### src/rtl/button_pkg.sv
// Shared constants for the push-button front end.
// Channel indices, channel FSM encoding and default timing values.
package button_pkg;

  localparam int CH_DROP  = 0;
  localparam int CH_RIGHT = 1;
  localparam int CH_LEFT  = 2;
  localparam int NUM_CH   = 3;

  localparam int unsigned DEF_CNT_BITS = 16;

  localparam logic [15:0] DEF_DEBOUNCE      = 16'd50000;
  localparam logic [15:0] DEF_REPEAT_DELAY  = 16'd40000;
  localparam logic [15:0] DEF_REPEAT_PERIOD = 16'd20000;

  typedef enum logic {
    ST_RELEASED = 1'b0,
    ST_PRESSED  = 1'b1
  } ch_state_e;

endpackage

### src/rtl/debounce_channel.sv
// One button channel: 2-flop sync, debounce, press FSM, optional repeat.
// Auto-repeat is compiled in only with BUTTON_AUTOREPEAT_EN defined.
module debounce_channel
  import button_pkg::*;
#(
  parameter int unsigned CNT_BITS = DEF_CNT_BITS,
  parameter logic [CNT_BITS-1:0] DEBOUNCE_CYCLES = DEF_DEBOUNCE
`ifdef BUTTON_AUTOREPEAT_EN
  ,
  parameter bit REPEAT_EN = 1'b0,
  parameter logic [CNT_BITS-1:0] REPEAT_DELAY = DEF_REPEAT_DELAY,
  parameter logic [CNT_BITS-1:0] REPEAT_PERIOD = DEF_REPEAT_PERIOD
`endif
) (
  input  logic clk,
  input  logic rst_n,
  input  logic btn_n,
  output logic req
);

  localparam logic [CNT_BITS-1:0] ONE  = CNT_BITS'(1);
  localparam logic [CNT_BITS-1:0] LAST = DEBOUNCE_CYCLES - ONE;

  logic                sync1;
  logic                sync2;
  logic                stable;
  logic [CNT_BITS-1:0] cnt;
  ch_state_e           state;
  logic                differ;
  logic                settle;

  assign differ = sync2 != stable;
  assign settle = differ && (cnt == LAST);

`ifdef BUTTON_AUTOREPEAT_EN
  logic [CNT_BITS-1:0] rcnt;
  logic                first;
  logic [CNT_BITS-1:0] rlast;

  assign rlast = first ? REPEAT_DELAY - ONE
                       : REPEAT_PERIOD - ONE;
`endif

  // Bring the raw asynchronous button into the clock domain.
  always_ff @(posedge clk or negedge rst_n) begin
    if (!rst_n) begin
      sync1 <= 1'b1;
      sync2 <= 1'b1;
    end else begin
      sync1 <= btn_n;
      sync2 <= sync1;
    end
  end

  // Accept a new level only after it has held for the full window.
  always_ff @(posedge clk or negedge rst_n) begin
    if (!rst_n) begin
      stable <= 1'b1;
      cnt    <= '0;
    end else begin
      if (settle) begin
        stable <= sync2;
      end
      if (!differ || settle) begin
        cnt <= '0;
      end else begin
        cnt <= cnt + ONE;
      end
    end
  end

  // Press FSM: one req per debounced press, plus repeats when held.
  always_ff @(posedge clk or negedge rst_n) begin
    if (!rst_n) begin
      state <= ST_RELEASED;
      req   <= 1'b0;
`ifdef BUTTON_AUTOREPEAT_EN
      rcnt  <= '0;
      first <= 1'b1;
`endif
    end else begin
      req <= 1'b0;
      unique case (state)
        ST_RELEASED: begin
          if (settle && !sync2) begin
            state <= ST_PRESSED;
            req   <= 1'b1;
          end
        end
        ST_PRESSED: begin
          if (settle && sync2) begin
            state <= ST_RELEASED;
`ifdef BUTTON_AUTOREPEAT_EN
            rcnt  <= '0;
            first <= 1'b1;
          end else if (REPEAT_EN) begin
            if (rcnt == rlast) begin
              req   <= 1'b1;
              rcnt  <= '0;
              first <= 1'b0;
            end else begin
              rcnt <= rcnt + ONE;
            end
`endif
          end
        end
        default: state <= ST_RELEASED;
      endcase
    end
  end

endmodule

### src/rtl/button_conditioner.sv
// Three debounced buttons -> one-cycle active-low commands, one per cycle.
// Optional auto-repeat on right/left: define BUTTON_AUTOREPEAT_EN.
module button_conditioner
  import button_pkg::*;
#(
  parameter int unsigned CNT_BITS = DEF_CNT_BITS,
  parameter logic [CNT_BITS-1:0] DEBOUNCE_CYCLES = DEF_DEBOUNCE,
  parameter logic [CNT_BITS-1:0] REPEAT_DELAY = DEF_REPEAT_DELAY,
  parameter logic [CNT_BITS-1:0] REPEAT_PERIOD = DEF_REPEAT_PERIOD
) (
  input  logic clk,
  input  logic rst_n,
  input  logic btn_right_n,
  input  logic btn_left_n,
  input  logic btn_drop_n,
  output logic move_right,
  output logic move_left,
  output logic drop_piece
);

  logic [NUM_CH-1:0] btn_n;
  logic [NUM_CH-1:0] req;
  logic [NUM_CH-1:0] pend;
  logic [NUM_CH-1:0] avail;
  logic [NUM_CH-1:0] grant;
  logic [NUM_CH-1:0] cmd_n;

  if (DEBOUNCE_CYCLES == '0) begin : g_bad_debounce
    $error("DEBOUNCE_CYCLES must be at least 1");
  end

  if (REPEAT_DELAY == '0 || REPEAT_PERIOD == '0) begin : g_bad_repeat
    $error("REPEAT_DELAY and REPEAT_PERIOD must be nonzero");
  end

  assign btn_n[CH_DROP]  = btn_drop_n;
  assign btn_n[CH_RIGHT] = btn_right_n;
  assign btn_n[CH_LEFT]  = btn_left_n;

  for (genvar ch = 0; ch < NUM_CH; ch++) begin : g_ch
    debounce_channel #(
      .CNT_BITS        (CNT_BITS),
      .DEBOUNCE_CYCLES (DEBOUNCE_CYCLES)
`ifdef BUTTON_AUTOREPEAT_EN
      ,
      .REPEAT_EN       (ch != CH_DROP),
      .REPEAT_DELAY    (REPEAT_DELAY),
      .REPEAT_PERIOD   (REPEAT_PERIOD)
`endif
    ) u_chan (
      .clk   (clk),
      .rst_n (rst_n),
      .btn_n (btn_n[ch]),
      .req   (req[ch])
    );
  end

  // A fresh req can be granted in the same cycle it arrives.
  assign avail = pend | req;

  // Fixed priority: drop, then right, then left.
  always_comb begin
    grant = '0;
    unique case (1'b1)
      avail[CH_DROP]: grant[CH_DROP] = 1'b1;
      avail[CH_RIGHT] && !avail[CH_DROP]:
        grant[CH_RIGHT] = 1'b1;
      avail[CH_LEFT] && !avail[CH_DROP]
        && !avail[CH_RIGHT]:
        grant[CH_LEFT] = 1'b1;
      default: grant = '0;
    endcase
  end

  // Sticky pending bits and registered active-low command pulses.
  always_ff @(posedge clk or negedge rst_n) begin
    if (!rst_n) begin
      pend  <= '0;
      cmd_n <= '1;
    end else begin
      pend  <= avail & ~grant;
      cmd_n <= ~grant;
    end
  end

  assign drop_piece = cmd_n[CH_DROP];
  assign move_right = cmd_n[CH_RIGHT];
  assign move_left  = cmd_n[CH_LEFT];

endmodule

### config.mk
export PLATFORM = sky130hd
export DESIGN_NAME = button_conditioner
export DESIGN_NICKNAME = d
export VERILOG_FILES = /design/src/rtl/button_pkg.sv /design/src/rtl/debounce_channel.sv /design/src/rtl/button_conditioner.sv
export SDC_FILE = /design/constraint.sdc
export NUM_CORES = 1
export LEC_CHECK = 0
export ABC_CLOCK_PERIOD_IN_PS = 1600
export BUFFER_PORTS_ARGS = -buffer_cell sky130_fd_sc_hd__buf_2
export CAP_MARGIN = 15
export CORE_ASPECT_RATIO = 0.5
export CORE_MARGIN = 8
export CORE_UTILIZATION = 35
export CTS_CLUSTER_DIAMETER = 80
export DETAILED_ROUTE_END_ITERATION = 12
export GPL_ROUTABILITY_DRIVEN = 0
export GPL_TIMING_DRIVEN = 0
export HOLD_SLACK_MARGIN = 0.1
export PLACE_DENSITY = 0.62
export SLEW_MARGIN = 40
export SYNTH_ARGS = -nofsm -noshare
export SYNTH_HDL_FRONTEND = slang
export SYNTH_SLANG_ARGS = --single-unit
### constraint.sdc
create_clock -name clk -period 1.6 [get_ports clk]
set_input_delay 0.08 -clock clk [delete_from_list [all_inputs] [get_ports clk]]
set_output_delay 0.08 -clock clk [all_outputs]
set_load 0.005 [all_outputs]
# Word-level counts from Yosys, hierarchy flattened
# Cells that the tools add are included.
# word_totals
register_bits,69
out_inout_bits,3
# op_classes
add_sub_neg,3
n_eq_ne,6
mux,18
bitwise_logic,6
reduce_logical,23
# ops
operator,count
$add A16 B1 Y16 const B,3
$eq A16 B16 Y1 const B,3
$mux W16,3
$logic_and A1 B1 Y1,12
$mux W1,12
$logic_not A1 Y1,8
$pmux W1 S2,3
$and A3 B3 Y3,1
$logic_or A1 B1 Y1,3
$ne A1 B1 Y1,3
$not A1 Y1,3
$not A3 Y3,1
$or A3 B3 Y3,1

# Depth between registers and ports, before layout
# Gate-level depths: netlist of run 1.
# logic_depth
word_depth,7
ltp_mapped,6

# Cells and area by module
# Synthesis of run 1 repeated with hierarchy kept, for this count alone.
# hier_totals
cells_unflattened,289
hier_area_um2,3286.9
# modules_own_cells
module,n_inst,cells_each,area_per_inst_um2
debounce_channel,3,92,1039.7
button_conditioner,1,13,167.7

# Worst setup path before layout of run 1
# Ideal clock, no wire load.
# synth_path
kind,reg-to-reg
start,register g_ch[1].u_chan.cnt[0]
end,register g_ch[1].u_chan.cnt[13]
setup_time_ns,0.119
t_arrival_ns,1.446
required_time_ns,1.481
path_slack_ns,0.035
stages_incl_launch_ff,7
n_path_buf,1
synth_period_minus_slack_ns,1.565
cell_sequence,dfrtp_1 -> ha_1 -> and4_1 -> nand4_1 -> nand2_1 -> buf_4 -> nor2_1
# synth_via
elab_chain_len,4
word_cells_on_any_way,5
cone_classes,add/sub (1); eq/ne (1); mux (1); reduce/logical (2)
# synth_lines
item,line_no,rtl
"start, declared",debounce_channel.sv:27,logic [CNT_BITS-1:0] cnt;
"start signal, assigned",debounce_channel.sv:67,cnt <= cnt + ONE;
"parallel branches: the longest is 3 deep, another holds $add A16 B1 Y16",-,
$mux W16 (*),debounce_channel.sv:64,if (!differ || settle) begin
# Every way passes the cells marked *.
# A chain may end at the register's enable or synchronous reset.

# Worst setup path after layout of run 1
# layout_path
start,register g_ch[2].u_chan.cnt[0]
end,register g_ch[2].u_chan.cnt[0]
# layout_via
elab_chain_len,4
word_cells_on_any_way,5
cone_classes,add/sub (1); eq/ne (1); mux (1); reduce/logical (2)
# layout_lines
item,line_no
"start, declared",debounce_channel.sv:27
"start signal, assigned",debounce_channel.sv:67
"parallel branches: the longest is 3 deep, another holds $add A16 B1 Y16",-
$mux W16 (*),debounce_channel.sv:64
# Marks and branches as above.

==> flow_metrics.tcl, run 1 <==
set metrics [dict create \
    htreeDepth 3 \
    ys.flop_type "dfrtp_1" \
    worstSkewPairLatency_ns 0.32 \
    synth_edf_count 0 \
    diodes 0 \
    post_drt_via_cell_ratio 4.930 \
    dr.first_iter.drc_count 98 \
    finalSetupViolCount 0 \
    final_cell_area_mm2 0.003943 \
    syn-cell-area_mm2 0.003105 \
    antenna_found_initial 0 \
    grt_start_max_net_pins 45 \
    globalRouteOverflowTotal 0 \
    register_area_mm2 0.001719 \
    yosysTopAreaCellShare_pct 45.12 \
    fillCellCount 802 \
    r2r_cells 6 \
    drc 0 \
    clkSlewWorstSetupHoldPaths_ns 0.05 \
    yosys.area.top_type "dfrtp_1" \
    coreArea_mm2 0.008648 \
    slew_headroom_pct 75.86 \
    wire_per_inst_um 13.26 \
    synth.most_common_cell "dfrtp_1" \
    nNetsFinal 344 \
    yosys_warnings 0 \
    rr_endpoint "g_ch[2].u_chan.cnt[0]" \
    synth_commonest_cells "dfrtp_1, nor2_1, xnor2_1" \
    whs_ns 0.2074 \
    dp_hpwl_mm 3.873 \
    critPathCaptureType "flip-flop" \
    finalHoldViolations 0 \
    dpl.cell_count 424 \
    grt_pass1_wl_mm 10.07 \
    clock-root-buffer "clkbuf_16" \
    yosysSeqAreaShare_pct 55.28 \
    slew_violations 0 \
    syn_area_per_cell_um2 10.39 \
    cts.sinks 68 \
    required_ns 1.80 \
    skew_ns 0.005055 \
    io_buffers 7 \
    ys_async_sr_fraction_pct 100.0 \
    min_path_type "in2async" \
    area_growth_pct 26.95 \
    synthCells 299 \
    ys_seq_elements 68 \
    arrival_ns 1.74 \
    multi_input_area_mm2 0.001464 \
    cts_made_buffers 9 \
    p_leak_uw 0.001602 \
    start_util_pct 35.91 \
    layout.cells.non_filler 458 \
    dr_total_vias 2258 \
    fp.dieH_um 82.61 \
    post-route-period-util_pct 96.44 \
    row_count 24 \
    path_class "reg2reg" \
    grt_usage_pct 10.39 \
    worst_slew_pin_slew_ns 0.3587 \
    fmax_mhz 648.0 \
    drv_cap 0 \
    drt-pass1-iter-count 4 \
    ys_types 37 \
    status "completed" \
    pin_count 8 \
    period_needed_ns 1.543 \
    dieArea_mm2 0.01233 \
    synth_area_leaders "dfrtp_1, dfstp_2, xnor2_1" \
    clk_path_buf_depth 2 \
    layout-drive-gt1-share_pct 22.87 \
    routed_wl_mm 6.073 \
    postRouteAntennaNets 0 \
    p_per_area_mw_per_mm2 1034 \
    place_area_mm2 0.003309 \
    tritoncts "yes" \
    syn-num-nets 307 \
    die_w_um 149.2 \
    worst-r2r-setup-slack_ns 0.06 \
    ir_worst_vdd_v 0.0006463 \
    reg2reg_from "g_ch[2].u_chan.cnt[0]" \
    crit_fanout 10 \
    grt_pass1_vias 2267 \
    start_kind "flip-flop" \
]
## area by class of cell
class,count,area share [%]
Inverter,10,0.9521
Buffer,5,0.9203
Clock inverter,4,1.777
Sequential cell,68,43.61
Timing Repair Buffer,26,5.141
Clock buffer,12,6.760
Multi-Input combinational cell,216,37.13
Tap cell,117,3.713
## worst max-delay path, cell delays in order (launching register included)
cell     delay [ns]
dfrtp_1        0.44
ha_4           0.18
and4_2         0.24
nand4_1        0.19
nand2_2        0.14
buf_4          0.18
nor2_1         0.06
## sequential cells by signal, summed over array words and instances (netlist names), named ones only
| signal | cells |
|---|---|
| g_ch.u_chan.sync2 | 3 |
| cmd_n | 3 |
| g_ch.u_chan.cnt | 48 |
| g_ch.u_chan.req | 3 |
| g_ch.u_chan.sync1 | 3 |
| g_ch.u_chan.stable | 3 |
| pend | 2 |
## layout by cell type (no fill, tap or decap), types with 3 or more instances in the layout
master         count
nand4_1           17
nand2_1           15
clkbuf_16          9
dlygate4sd3_1      4
xor2_1            13
xnor2_1           30
nor4_1             6
dfstp_2           12
dfrtp_1           54
a21oi_1            3
nor2b_1            3
nor2_1            55
buf_4             17
inv_1             10
and3_1             5
nor3_1             8
clkbuf_8           3
nor4_2             4
o21ai_0            8
buf_2              7
nand3_1           16
## cells by family (layout without fill, tap and decap cells)
kind of cell	Yosys count	after routing	synth area share, %
muxes	2	2	0.6447
xor gates and xnor gates	43	43	12.13
AOI/OAI and AO/OA	13	13	2.297
buffers and inverters	15	57	2.297
adders and majority gates	3	3	1.209
DFF	68	68	55.28
and+or+nand+nor	155	155	26.15
## power by group
group | total, uW | internal, uW | switching, uW
logic | 131 | 56.2 | 75.2
registers | 1790 | 1760 | 31.4
clock network | 2160 | 1480 | 673
## metrics by stage
stage	setup slack, ns	total power [uW]	util (%)	setup TNS (ns)
3_3_place_gp	-0.2471	1904	38.01	-7.163
6_report	0.05688	4076	45.59	0
2_1_floorplan	0.03501	1851	-	0
5_1_grt	-0.03237	4242	45.59	-0.2575
4_1_cts	0.003845	4137	43.79	0
3_5_place_dp	-0.3259	1916	38.27	-9.296
## how the worst max path moves through the flow
stage / end / start / cells past startpoint / slack (ns)
after global placement: g_ch[1].u_chan.cnt[10] / g_ch[1].u_chan.cnt[0] / 6 / -0.25
after CTS: g_ch[2].u_chan.cnt[14] / g_ch[2].u_chan.cnt[0] / 5 / 0.004
after floorplan: g_ch[1].u_chan.cnt[13] / g_ch[1].u_chan.cnt[0] / 6 / 0.04
final: g_ch[2].u_chan.cnt[0] / g_ch[2].u_chan.cnt[0] / 6 / 0.06
after detailed placement: g_ch[1].u_chan.cnt[7] / g_ch[1].u_chan.cnt[0] / 6 / -0.33
after global routing: g_ch[2].u_chan.cnt[6] / g_ch[2].u_chan.cnt[0] / 6 / -0.03
## metal layers
metal / global-route usage (%) / up-vias / part of all wire, %
li1: - / 1113 / -
met1: 11.06 / 1117 / 45
met2: 18.52 / 20 / 50
met3: 3.208 / 8 / 2.7
met4: 6.094 / 0 / 1.4
met5: 0 / - / 0
## what timing repair did
action,in CTS,in global routing
hold buffers,4,0
gates resized for setup,16,13
setup buffers,3,11
pin swaps,3,9
endpoints found under the hold margin,63,0
endpoints found under the setup margin,44,41
(Power assumes the default switching activity.)
==> inputs of run 2 (changes only) <==
Settings changed: PLACE_DENSITY 0.62 to 0.61, SYNTH_HIERARCHICAL from default to 1.
==> run 2 against run 1 <==
Sequential power hardly changed. Utilization is 3.1 points lower. Highest routed layer unchanged. Sequential share of layout area is 0.087 points lower. Critical path type unchanged. Worst setup slack better by 0.016 ns. Combinational power is 4% lower. Via count is 4.2% lower. Clock-buffer cell count is 2 lower. Global-route usage is 0.24 points lower.
==> flow_metrics.tcl, run 2 <==
set metrics [dict create \
    p_switching_uw 837.9 \
    synth_commonest_cells "dfrtp_1, nor2_1, xnor2_1" \
    largest_reg_flops 48 \
    start_util_pct 35.38 \
    post_drt_via_cell_ratio 4.938 \
    syn-num-nets 297 \
    rr_endpoint "g_ch[2].u_chan/cnt[9]" \
    clkSlewWorstSetupHoldPaths_ns 0.06 \
    start_kind "flip-flop" \
    cp-startpoint "g_ch[2].u_chan/cnt[0]" \
    crit_fanout 10 \
    slew_headroom_pct 73.74 \
    yosysTopAreaCellShare_pct 42.63 \
    setup_tns_ns 0 \
    grt_pass1_wl_mm 10.58 \
    diodes 0 \
    coreArea_mm2 0.009290 \
    postRouteAntennaNets 0 \
    dr.first_iter.drc_count 57 \
    dp_hpwl_mm 4.132 \
    drv_cap 0 \
    slew_violations 0 \
    p_sw_share_pct 21.57 \
    final_cell_mix "dfrtp_1, nor2_1, xnor2_1" \
    syn_area_per_cell_um2 11.37 \
    period_needed_ns 1.527 \
    ir_worst_vdd_v 0.0005944 \
    regMostFlops "g_ch.u_chan/cnt" \
    synth_area_leaders "dfrtp_1, dfstp_2, xnor2_1" \
    io_buffers 7 \
    worst-r2r-setup-slack_ns 0.07 \
    min_path_type "in2async" \
    antenna_found_initial 0 \
    comb_power_share_pct 3.3 \
    clock-root-buffer "clkbuf_16" \
    final_cell_area_mm2 0.003948 \
    drt-pass1-iter-count 4 \
    globalRouteOverflowTotal 0 \
    yosysSeqAreaShare_pct 52.23 \
    status "completed" \
    synth_edf_count 0 \
    worstSkewPairLatency_ns 0.34 \
    drc 0 \
    dieArea_mm2 0.01294 \
    ys.flop_type "dfrtp_1" \
    synthCells 289 \
    ys_types 27 \
    row_count 25 \
    clk_path_buf_depth 2 \
    layout-drive-gt1-share_pct 29.34 \
    required_ns 1.82 \
    synth.most_common_cell "dfrtp_1" \
    ys_seq_elements 68 \
    p_per_area_mw_per_mm2 984.3 \
    cts_made_buffers 9 \
    place_ws_ns -0.02101 \
    yosys_warnings 6 \
    nNetsFinal 320 \
    fmax_mhz 655.0 \
    wire_per_inst_um 13.82 \
    post_cts_buffers 0 \
    place_area_mm2 0.003496 \
    post-route-period-util_pct 95.42 \
    finalHoldViolations 0 \
    critPathCaptureType "flip-flop" \
    intPower_uw 3047 \
    htreeDepth 3 \
    fp.dieH_um 84.53 \
    syn-cell-area_mm2 0.003287 \
    layout.cells.non_filler 438 \
    yosys.area.top_type "dfrtp_1" \
    cpMaxStageDelayCell "dfrtp_1" \
    grt_start_max_net_pins 40 \
    final_common_cell "dfrtp_1" \
    dpl.cell_count 418 \
    worst_slew_pin_slew_ns 0.3938 \
    tritoncts "yes" \
    worstSetupEndpoint "g_ch[2].u_chan/cnt[9]" \
    die_w_um 153.1 \
    path_class "reg2reg" \
    grt_usage_pct 10.15 \
    clkPwrFrac_pct 50.8 \
    skew_ns 0.006598 \
    arrival_ns 1.74 \
    dr_total_vias 2163 \
    cts.sinks 68 \
    ys_async_sr_fraction_pct 100.0 \
    area_growth_pct 20.10 \
    routed_wl_mm 6.053 \
    pin_count 8 \
    finalSetupViolCount 0 \
    r2r_cells 6 \
    max_stage_delay_ns 0.39 \
    p_leak_uw 0.001526 \
    pwr-share-seq_pct 45.9 \
    reg2reg_from "g_ch[2].u_chan/cnt[0]" \
    grt_pass1_vias 2251 \
    setup_slack_ns 0.07328 \
    worstPathCellList "ha_1 -> and3_2 -> nand4_4 -> nand2_4 -> buf_6 -> nor2_1" \
]
## run 2: cell count changes in the layout (fill, tap and decap cells not counted), moves of 6 or more
cell / before / now
buf_4: 17 / 1
nand4_1: 17 / 6
nor2_1: 55 / 46
nor2_2: 0 / 9
nor4_2: 4 / 12
and3_2: 0 / 6
inv_1: 10 / 16
nand4_4: 0 / 6
xnor2_1: 30 / 36
## run 2: cell type report
type	count	area, um^2
fillers	834	5343
flip-flops and latches	68	1718
multi-input cells	202	1584
clock buffers	10	239.0
well taps	121	151.4
repair buffers	12	97.59
clock inverters	6	63.81
inverters	16	60.06
plain buffers	3	33.78
## run 2: stage by stage
stage	hold slack (ns)	power, uW	utilization, %
final	0.2378	3885	42.49
after detailed placement	0.03359	1927	37.63
after CTS	0.2324	3943	41.51
after floorplan	-0.2156	1861	-
after global placement	0.1860	1912	37.39
after global routing	0.2515	4038	42.49
## run 2: repair_timing
| action | in CTS | in global routing |
|---|---|---|
| endpoints found under the setup margin | 15 | 34 |
| hold buffers | 4 | 0 |
| endpoints found under the hold margin | 62 | 0 |
| resized for setup | 2 | 16 |
## run 2: logic make-up after synthesis
group                      Yosys count  synth area share [%]
and+or+nand+nor                    143                 29.77
DFF                                 68                 52.23
xor gates and xnor gates            45                 11.99
buffers and inverters               19                 2.855
AOI/OAI and AO/OA                   11                 2.017
adders and majority gates            3                 1.142
## run 2: critical path: cells and delay by family, from the launching register on
kind | cells | cell delay, ns
AND/OR/NAND/NOR | 4 | 0.63
flip-flops | 1 | 0.39
adder cells (fa/ha/maj) | 1 | 0.24
buffers and inverters | 1 | 0.15
## run 2: how the worst min path moves through the flow
stage / slack [ns] / cells past startpoint / to / startpoint
floorplan: -0.22 / 0 / asynchronous set/reset pin / rst_n
global placement: 0.19 / 1 / g_ch[0].u_chan/sync1 / btn_drop_n
detailed placement: 0.03 / 1 / g_ch[0].u_chan/cnt[3] / rst_n
CTS: 0.23 / 2 / g_ch[1].u_chan/cnt[4] / rst_n
global route: 0.25 / 2 / g_ch[0].u_chan/cnt[5] / rst_n
finish: 0.24 / 2 / g_ch[0].u_chan/cnt[1] / rst_n
## run 2: per-layer routing
metal | share of wire, % | global-route usage [%] | wire (um) | vias up
li1 | - | - | - | 1038
met1 | 42 | 10.64 | 2543 | 1099
met2 | 53 | 17.70 | 3230 | 15
met3 | 2.5 | 3.791 | 151 | 11
met4 | 2.1 | 5.348 | 128 | 0
met5 | 0 | 0 | 0 | -
## run 2: power by group through the flow
stage / Combinational (uW) / Sequential, uW / Clock, uW
4_1_cts: 126 / 1780 / 2040
6_report: 126 / 1780 / 1980
3_3_place_gp: 106 / 1810 / 0
5_1_grt: 145 / 1790 / 2110
2_1_floorplan: 58.0 / 1800 / 0
3_5_place_dp: 118 / 1810 / 0
==> inputs of run 3 (changes only) <==
Settings changed: CORE_UTILIZATION 35 to 50, MAX_ROUTING_LAYER from default to met4, PLACE_DENSITY 0.61 to 0.79.
==> run 3 against run 2 <==
Worst hold slack got worse by 0.024 ns. Non-clock buffer count increased by 1. Die area decreased by 26%. Combinational power about the same. Maximum frequency increased by 0.59%. Wire length increased by 2.1%. Clock skew decreased by 0.0021 ns. Cell area decreased by 0.73%. Total power decreased by 0.26%. Global-route usage increased by 4.8 points. Largest cell class unchanged. Largest power group unchanged. Highest routed layer unchanged.
==> flow_metrics.tcl, run 3 (synthesis results as in run 2) <==
set metrics [dict create \
    status "completed" \
    min_path_type "in2async" \
    dr_total_vias 2140 \
    place_ws_ns -0.0005975 \
    layout.cells.non_filler 410 \
    fp.dieH_um 73.33 \
    drc 0 \
    start_util_pct 50.44 \
    worstSkewPairLatency_ns 0.33 \
    fmax_mhz 658.9 \
    nNetsFinal 321 \
    finalHoldViolations 0 \
    crit_fanout 10 \
    dr.first_iter.drc_count 80 \
    pwr-share-seq_pct 46.0 \
    period_needed_ns 1.518 \
    globalRouteOverflowTotal 0 \
    final_common_cell "dfrtp_1" \
    wire_per_inst_um 15.07 \
    post-route-period-util_pct 94.86 \
    row_count 21 \
    tritoncts "yes" \
    cts.sinks 68 \
    skew_ns 0.004524 \
    clk_path_buf_depth 2 \
    antenna_found_initial 0 \
    slew_violations 0 \
    worst_slew_pin_slew_ns 0.3992 \
    ir_worst_vdd_v 0.0006049 \
    grt_start_max_net_pins 42 \
    required_ns 1.82 \
    grt_pass1_wl_mm 10.36 \
    critPathCaptureType "flip-flop" \
    p_per_area_mw_per_mm2 988.9 \
    drv_cap 0 \
    comb_power_share_pct 3.2 \
    grt_pass1_vias 2082 \
    coreArea_mm2 0.006516 \
    pin_count 8 \
    largest_reg_flops 48 \
    setup_tns_ns 0 \
    diodes 0 \
    setup_slack_ns 0.08225 \
    layout-drive-gt1-share_pct 29.56 \
    dpl.cell_count 389 \
    postRouteAntennaNets 0 \
    io_buffers 7 \
    final_cell_mix "dfrtp_1, nor2_1, xnor2_1" \
    arrival_ns 1.73 \
    fillCellCount 559 \
    regMostFlops "g_ch.u_chan/cnt" \
    area_growth_pct 19.22 \
    p_switching_uw 794.8 \
    cts_made_buffers 9 \
    intPower_uw 3081 \
    clkPwrFrac_pct 50.8 \
    post_drt_via_cell_ratio 5.220 \
    htreeDepth 3 \
    clkSlewWorstSetupHoldPaths_ns 0.05 \
    drt-pass1-iter-count 4 \
    slew_headroom_pct 73.31 \
    dieArea_mm2 0.009582 \
    p_sw_share_pct 20.51 \
    die_w_um 130.7 \
    routed_wl_mm 6.179 \
    start_kind "flip-flop" \
    dp_hpwl_mm 4.191 \
    clock-root-buffer "clkbuf_16" \
    p_leak_uw 0.001557 \
    path_class "reg2reg" \
    r2r_cells 6 \
    whs_ns 0.2142 \
    finalSetupViolCount 0 \
    grt_usage_pct 14.92 \
]
## run 3: cell count changes in the layout (fill, tap and decap cells not counted), sizes merged
cell / before / now
clkinvlp: 2 / 0
buf: 11 / 12
clkinv: 3 / 4
clkbuf: 10 / 11
## run 3: worst paths after layout
path | slack, ns | endpoint | start
worst max-delay path | 0.08 | g_ch[2].u_chan/cnt[11] | g_ch[2].u_chan/cnt[0]
min in group clk | 0.35 | g_ch[0].u_chan/sync2 | g_ch[0].u_chan/sync1
worst max register to register | 0.08 | g_ch[2].u_chan/cnt[11] | g_ch[2].u_chan/cnt[0]
worst min-delay path | 0.21 | g_ch[0].u_chan/cnt[0] | rst_n
worst min register to register | 0.35 | g_ch[0].u_chan/sync2 | g_ch[0].u_chan/sync1
max in group asynchronous | 0.80 | cmd_n[0] | rst_n
## run 3: critical path, cell delays in order (launching register included)
cell and delay [ns]:
dfrtp_1 0.40, ha_2 0.23, and3_2 0.26, nand4_4 0.15
nand2_4 0.15, buf_6 0.16, nor2_1 0.06
## run 3: power by group through the flow
stage / sequential (uW) / combinational [uW] / clock (uW)
global route: 1780 / 142 / 2110
finish: 1780 / 125 / 1970
global placement: 1810 / 110 / 0
detailed placement: 1810 / 118 / 0
floorplan: 1800 / 58.0 / 0
CTS: 1780 / 127 / 2030
## run 3: repair_timing
| action | in CTS | in global routing |
|---|---|---|
| hold buffers | 4 | 0 |
| endpoints found under the hold margin | 64 | 0 |
| resized for setup | 1 | 17 |
| gates cloned | 0 | 0 |
| endpoints found under the setup margin | 10 | 34 |
| setup buffers | 0 | 1 |
| pin swaps | 0 | 5 |
## run 3: metrics by stage
step / cell area [um^2] / power, uW / utilization [%]
after floorplan: 3287 / 1861 / -
after global placement: 3437 / 1916 / 52.75
after detailed placement: 3460 / 1928 / 53.09
after CTS: 3811 / 3938 / 58.49
after global routing: 3919 / 4032 / 60.14
final: 3919 / 3875 / 60.14
## run 3: metal layers
metal / up-vias / GRT usage [%] / wire length [um]
met5: - / - / 0
met4: 0 / 6.053 / 80
met3: 6 / 5.865 / 208
met2: 28 / 20.19 / 2737
met1: 1060 / 19.46 / 3152
li1: 1046 / - / -
## run 3: final cells by class
| class | instances | area [um^2] | share of cell area (%) |
|---|---|---|---|
| clock inverters | 5 | 50.05 | 1.277 |
| well taps | 92 | 115.1 | 2.937 |
| plain buffers | 3 | 33.78 | 0.8621 |
| repair buffers | 13 | 105.1 | 2.682 |
| flip-flops and latches | 68 | 1718 | 43.84 |
| multi-input cells | 202 | 1584 | 40.42 |
| inverters | 16 | 60.06 | 1.533 |
| clock buffers | 11 | 252.7 | 6.450 |
